==> config.mk <==
export PLATFORM = sky130hd
export DESIGN_NAME = lsu_mem_bridge
export DESIGN_NICKNAME = d
export VERILOG_FILES = /design/src/rtl/lsu_pkg.sv /design/src/rtl/lsu_data_align.sv /design/src/rtl/lsu_mem_bridge.sv
export SDC_FILE = /design/constraint.sdc
export NUM_CORES = 1
export LEC_CHECK = 0
export CAP_MARGIN = 40
export CORE_ASPECT_RATIO = 1.1
export CORE_MARGIN = 2
export CORE_UTILIZATION = 48
export CTS_CLUSTER_DIAMETER = 60
export CTS_CLUSTER_SIZE = 12
export DETAILED_ROUTE_END_ITERATION = 12
export GPL_TIMING_DRIVEN = 1
export PLACE_DENSITY = 0.89
export SYNTH_ARGS = -nofsm -noshare
export SYNTH_HDL_FRONTEND = slang
export SYNTH_HIERARCHICAL = 1
export SYNTH_SLANG_ARGS = --single-unit
==> constraint.sdc <==
create_clock -name clk -period 2.4 [get_ports clk]
set_clock_uncertainty 0.05 [all_clocks]
set_input_delay 0.24 -clock clk [delete_from_list [all_inputs] [get_ports clk]]
set_output_delay 0.24 -clock clk [all_outputs]
set_load 0.02 [all_outputs]
==> src/rtl/lsu_pkg.sv <==
// Shared definitions for the load/store bridge: RV32I funct3 width codes and FSM states.
package lsu_pkg;

   localparam logic [2:0] F3_B  = 3'b000;
   localparam logic [2:0] F3_H  = 3'b001;
   localparam logic [2:0] F3_W  = 3'b010;
   localparam logic [2:0] F3_BU = 3'b100;
   localparam logic [2:0] F3_HU = 3'b101;

   typedef enum logic [1:0] {
      ST_IDLE  = 2'd0,
      ST_READ  = 2'd1,
      ST_WRITE = 2'd2,
      ST_RESP  = 2'd3
   } state_t;

endpackage

==> src/rtl/lsu_data_align.sv <==
// Byte/half lane handling: load extraction with sign/zero extension, and store merge for RMW.
module lsu_data_align
   import lsu_pkg::*;
(
   input  logic [2:0]  funct3,
   input  logic [1:0]  addr,
   input  logic [31:0] rdata_word,
   input  logic [31:0] wdata,
   output logic [31:0] load_result,
   output logic [31:0] merged_word
);

   logic [7:0]  byte_sel;
   logic [15:0] half_sel;

   always_comb begin
      case (addr)
         2'd0:    byte_sel = rdata_word[7:0];
         2'd1:    byte_sel = rdata_word[15:8];
         2'd2:    byte_sel = rdata_word[23:16];
         default: byte_sel = rdata_word[31:24];
      endcase
      half_sel = addr[1] ? rdata_word[31:16] : rdata_word[15:0];

      case (funct3)
         F3_B:    load_result = {{24{byte_sel[7]}}, byte_sel};
         F3_H:    load_result = {{16{half_sel[15]}}, half_sel};
         F3_BU:   load_result = {24'd0, byte_sel};
         F3_HU:   load_result = {16'd0, half_sel};
         default: load_result = rdata_word;
      endcase

      merged_word = rdata_word;
      case (funct3)
         F3_B: begin
            case (addr)
               2'd0:    merged_word[7:0]   = wdata[7:0];
               2'd1:    merged_word[15:8]  = wdata[7:0];
               2'd2:    merged_word[23:16] = wdata[7:0];
               default: merged_word[31:24] = wdata[7:0];
            endcase
         end
         F3_H: begin
            if (addr[1]) merged_word[31:16] = wdata[15:0];
            else         merged_word[15:0]  = wdata[15:0];
         end
         default: merged_word = wdata;
      endcase
   end

endmodule

==> src/rtl/lsu_mem_bridge.sv <==
// Load/store bridge from the core memory stage to a word-only data memory.
// Sub-word stores are done as read-modify-write; faulting accesses never touch memory.
module lsu_mem_bridge
   import lsu_pkg::*;
#(
   parameter int unsigned MEM_BYTES = 4096
) (
   input  logic        clk,
   input  logic        rst,
   input  logic        req_valid,
   output logic        req_ready,
   input  logic        req_we,
   input  logic [2:0]  req_funct3,
   input  logic [31:0] req_addr,
   input  logic [31:0] req_wdata,
   output logic        resp_valid,
   output logic [31:0] resp_rdata,
   output logic        resp_err,
   output logic [31:0] mem_addr,
   output logic [31:0] mem_wdata,
   output logic        mem_we,
   input  logic [31:0] mem_rdata
);

   state_t      state;
   logic        we_q;
   logic [2:0]  funct3_q;
   logic [31:0] addr_q;
   logic [31:0] wdata_q;
   logic [31:0] mem_wdata_q;
   logic        req_err;
   logic        illegal;
   logic        misaligned;
   logic [31:0] load_result;
   logic [31:0] merged_word;

   always_comb begin
      illegal = (req_funct3 == 3'b011) || (req_funct3 == 3'b110) || (req_funct3 == 3'b111) ||
                (req_we && ((req_funct3 == F3_BU) || (req_funct3 == F3_HU)));
      misaligned = (((req_funct3 == F3_H) || (req_funct3 == F3_HU)) && req_addr[0]) ||
                   ((req_funct3 == F3_W) && (req_addr[1:0] != 2'b00));
      req_err = illegal || misaligned || (req_addr >= MEM_BYTES);
   end

   lsu_data_align u_align (
      .funct3      (funct3_q),
      .addr        (addr_q[1:0]),
      .rdata_word  (mem_rdata),
      .wdata       (wdata_q),
      .load_result (load_result),
      .merged_word (merged_word)
   );

   // The merged word is captured straight from mem_rdata at the READ edge,
   // so WRITE drives a registered value and no separate read-data register is needed.
   always_ff @(posedge clk) begin
      if (rst) begin
         state       <= ST_IDLE;
         req_ready   <= 1'b1;
         resp_valid  <= 1'b0;
         resp_rdata  <= '0;
         resp_err    <= 1'b0;
         we_q        <= 1'b0;
         funct3_q    <= '0;
         addr_q      <= '0;
         wdata_q     <= '0;
         mem_wdata_q <= '0;
      end else begin
         unique case (state)
            ST_IDLE: begin
               if (req_valid) begin
                  we_q      <= req_we;
                  funct3_q  <= req_funct3;
                  addr_q    <= req_addr;
                  wdata_q   <= req_wdata;
                  req_ready <= 1'b0;
                  if (req_err) begin
                     state      <= ST_RESP;
                     resp_valid <= 1'b1;
                     resp_err   <= 1'b1;
                  end else if (!req_we) begin
                     state <= ST_READ;
                  end else if (req_funct3 == F3_W) begin
                     state       <= ST_WRITE;
                     mem_wdata_q <= req_wdata;
                  end else begin
                     state <= ST_READ;
                  end
               end
            end
            ST_READ: begin
               if (we_q) begin
                  state       <= ST_WRITE;
                  mem_wdata_q <= merged_word;
               end else begin
                  state      <= ST_RESP;
                  resp_valid <= 1'b1;
                  resp_rdata <= load_result;
               end
            end
            ST_WRITE: begin
               state       <= ST_RESP;
               mem_wdata_q <= '0;
               resp_valid  <= 1'b1;
            end
            ST_RESP: begin
               state      <= ST_IDLE;
               req_ready  <= 1'b1;
               resp_valid <= 1'b0;
               resp_err   <= 1'b0;
               resp_rdata <= '0;
            end
            default: state <= ST_IDLE;
         endcase
      end
   end

   assign mem_addr  = {addr_q[31:2], 2'b00};
   assign mem_wdata = mem_wdata_q;
   assign mem_we    = (state == ST_WRITE) && !rst;

endmodule

==> summary.txt <==
run status -> completed
number of flip-flops and latches in the synthesized netlist -> 137
clock slew at reported path FFs -> 60 ps
Placed Cells -> 1,186
initial antenna violation count -> 0
post-detail-place hpwl -> 16.3 mm
Routed Antenna Nets -> 0
number of global-route vias before repair -> 6,772
worst-path cell chain -> nor2b_1 -> nor2_1 -> nand2_1 -> a31oi_1 -> a22oi_1 -> mux2i_1
pin count of the biggest net entering global routing -> 74
post-synth top area cell -> sky130_fd_sc_hd__dfxtp_1
post-CTS resize count -> 0
commonest cells after routing, fill and taps aside -> 215 x sky130_fd_sc_hd__nand2_1, 199 x sky130_fd_sc_hd__clkdlybuf4s50_1, 137 x sky130_fd_sc_hd__dfxtp_1
kind of end point of the critical path -> flop
dominant combinational cell family by area after synthesis -> simple AND/OR/NAND/NOR gates
most frequent standard cell in the layout excluding fill and tap cells -> sky130_fd_sc_hd__nand2_1
Final Hold Fails -> 0
Hold Crit Depth -> 2
area share of the largest cell type after synthesis -> 39.8%
top sig layer -> met4
DRC violations left -> 0
share of synthesized area spent on multiplexers -> 7.20%
setup TNS -> 0 ps
CTS hold repair buffers -> 0
met3 wire length -> 2.48 mm
number of enable-type register cells in the synthesized netlist -> 0
Clk Tree Root Cell -> sky130_fd_sc_hd__clkbuf_16
vertical extent of the die -> 130 um
worst voltage drop across the vdd grid -> 663 uV
total met2 wirelength after detailed routing -> 11.2 mm
number of cells on the critical path -> 6
met1 WL -> 8.42 mm
area growth from synthesis to layout -> 35.5%
Core Area -> 13,900 um^2
later-pin clock latency in the skew report -> 420 ps
RSZ-0062 raised after global routing -> false
number of buffers added by the clock tree synthesis step -> 17
DRC marker count from the first detailed-route iteration -> 949
Required @ worst endpoint -> 2700 ps
number of buffers between clock root and the deepest sink -> 2
clock period minus final worst setup slack -> 2140 ps
total die area -> 15,300 um^2
Hold Path Class -> primary input to flop
number of placement rows -> 45
Adder-Cell Fraction of Synth Area -> 0.725%
PD cells -> 1130 nW/um^2
routed via count divided by cell count -> 5.73
critical path peak fanout -> 13
final weighted congestion in routability-driven placement -> 0.954
Pre-antenna DRT Iters -> 7
routed via count -> 6,977
type of origin of the critical path -> flop
Post-Route WL -> 22.9 mm
buffer and inverter count on the worst path -> 0
parity-gate share of the synthesized area counting xor and xnor cells -> 0%
relative max-transition margin -> 38.9%
critical path's largest stage delay -> 700 ps
main area contributors after synthesis -> sky130_fd_sc_hd__dfxtp_1 40%, sky130_fd_sc_hd__nand2_1 12%, sky130_fd_sc_hd__a22oi_1 7.8%, sky130_fd_sc_hd__a21oi_1 6.0%, sky130_fd_sc_hd__mux2i_1 5.1%
slack of the critical path -> 258 ps
count of different cell masters after synthesis -> 54
depth of the CTS H-tree -> 4
Final Cycle Share -> 89.3%
Compound-Gate Fraction of Synth Area -> 20.8%
yosys warns -> 6
buffers added on ports -> 200
final total power -> 10.5 mW
maximum capacitance violations -> 0
most common flop cell mapped by yosys -> sky130_fd_sc_hd__dfxtp_1
global-route wire length before repair -> 35.2 mm
mean area per synthesized cell -> 7.89 um^2
Leakage -> 3.64 nW
CP max stage cell -> sky130_fd_sc_hd__nor2_1
fraction of the mapped netlist area in simple logic gates -> 22.7%
Antenna Cells -> 0
Filler Cell Count -> 1,144
non-filler instance count after layout -> 1,217
share of synthesized area occupied by flip-flops and latches -> 39.8%
floorplan die width -> 118 um
gr ovfl total -> 0
post-synthesis cell count -> 874
CP top delay family -> simple AND/OR/NAND/NOR gates
CTS tree -> built
total global-route track usage -> 29.4%
kind of critical path -> flop to flop
post-CTS setup-driven buffer insertion count -> 0
Worst EP arrival -> 2440 ps
CTS Sinks -> 137
slew at the pin closest to its max-slew limit -> 913 ps
share of final-layout standard cells stronger than drive strength 1 -> 7.68%
Slew Viols, Final -> 0
setup violators final -> 0
R2R depth -> 6
Starting Density -> 49.6%
wire length per cell after detailed routing -> 18.9 um
Place WS -> 197 ps
final core utilization -> 67.2%
count of boundary I/O pins -> 203
Final #Nets -> 1,124
async set-or-reset flop fraction in the synthesized netlist -> 0%
Synth Cell Area -> 6900 um^2
FMAX -> 0.467 GHz
## cell usage after synthesis, types with 2 or more instances
cell                        count
sky130_fd_sc_hd__nand3_1        9
sky130_fd_sc_hd__nor3_1         3
sky130_fd_sc_hd__a222oi_1       8
sky130_fd_sc_hd__nor4_1         5
sky130_fd_sc_hd__nand2_1      216
sky130_fd_sc_hd__nor2b_1        6
sky130_fd_sc_hd__nor2_2         2
sky130_fd_sc_hd__o21ai_0       14
sky130_fd_sc_hd__nand4_1        6
sky130_fd_sc_hd__o211ai_1       2
sky130_fd_sc_hd__mux2i_1       35
sky130_fd_sc_hd__buf_6          6
sky130_fd_sc_hd__nand4b_1       2
sky130_fd_sc_hd__nand2b_1      37
sky130_fd_sc_hd__o221ai_1       4
sky130_fd_sc_hd__nor2_1        59
sky130_fd_sc_hd__nor3b_1        2
sky130_fd_sc_hd__a22oi_1       72
sky130_fd_sc_hd__inv_1         13
sky130_fd_sc_hd__a21o_1         2
sky130_fd_sc_hd__o22a_1         4
sky130_fd_sc_hd__ha_1           4
sky130_fd_sc_hd__buf_2         11
sky130_fd_sc_hd__and2_1         3
sky130_fd_sc_hd__buf_4         33
sky130_fd_sc_hd__a221oi_1       4
sky130_fd_sc_hd__dfxtp_1      137
sky130_fd_sc_hd__a21oi_1       83
sky130_fd_sc_hd__a31oi_1        9
sky130_fd_sc_hd__o2111ai_1      2
sky130_fd_sc_hd__clkbuf_1      47
sky130_fd_sc_hd__mux2_2        12
## power by group
group | switching, mW | total [mW] | internal [mW]
sequential | 0.406 | 3.25 | 2.85
combinational | 2.74 | 4.75 | 2.01
clock | 0.955 | 2.54 | 1.58
## per-layer routing
| metal | vias up | global-route usage, % |
|---|---|---|
| met4 | 0 | 15.1 |
| met3 | 64 | 10.0 |
| met5 | - | 0 |
| met2 | 411 | 50.6 |
| li1 | 3272 | - |
| met1 | 3230 | 32.5 |
## flip-flops by register name, summed over array words and instances (netlist names)
| name | count |
|---|---|
| state | 2 |
| mem_wdata | 32 |
| req_ready | 1 |
| resp_rdata | 32 |
| addr_q | 32 |
| wdata_q | 32 |
| we_q | 1 |
| funct3_q | 3 |
| resp_err | 1 |
| resp_valid | 1 |
## per-stage QoR
stage | instance area [um^2] | hold slack, ps
2_1_floorplan | 6900 | 326
3_3_place_gp | 8770 | 390
3_5_place_dp | 8770 | 399
4_1_cts | 9350 | 133
5_1_grt | 9350 | 143
6_report | 9350 | 149
## path summary, 6_finish.rpt
kind,endpoint,startpoint,slack [ps]
worst max-delay path,mem_wdata[21]$_SDFFE_PP0P_,addr_q[0]$_SDFFE_PP0P_,260
worst min register to register,addr_q[15]$_SDFFE_PP0P_,addr_q[15]$_SDFFE_PP0P_,400
worst max register to register,mem_wdata[21]$_SDFFE_PP0P_,addr_q[0]$_SDFFE_PP0P_,260
worst min-delay path,resp_rdata[6]$_SDFFE_PP0P_,rst,150
## cell type report
cell class              instances  area [um^2]  area share (%)
clock buffers                  25          515            5.51
repair buffers                220         2160            23.1
clock inverters                 6         62.6           0.669
multi-input cells             626         3570            38.2
inverters                      15         56.3           0.602
flip-flops and latches        137         2740            29.3
well taps                     188          235            2.52
## cells by family (layout without fill, tap and decap cells)
kind of cell / Yosys count / count (layout)
buffers and inverters: 112 / 266
multiplexers: 48 / 48
AO/OA/AOI/OAI: 215 / 215
adder cells (fa/ha/maj): 4 / 4
flip-flops: 137 / 137
other: 1 / 2
AND/OR/NAND/NOR: 357 / 357
No activity file was read; power rests on OpenSTA's default activity.
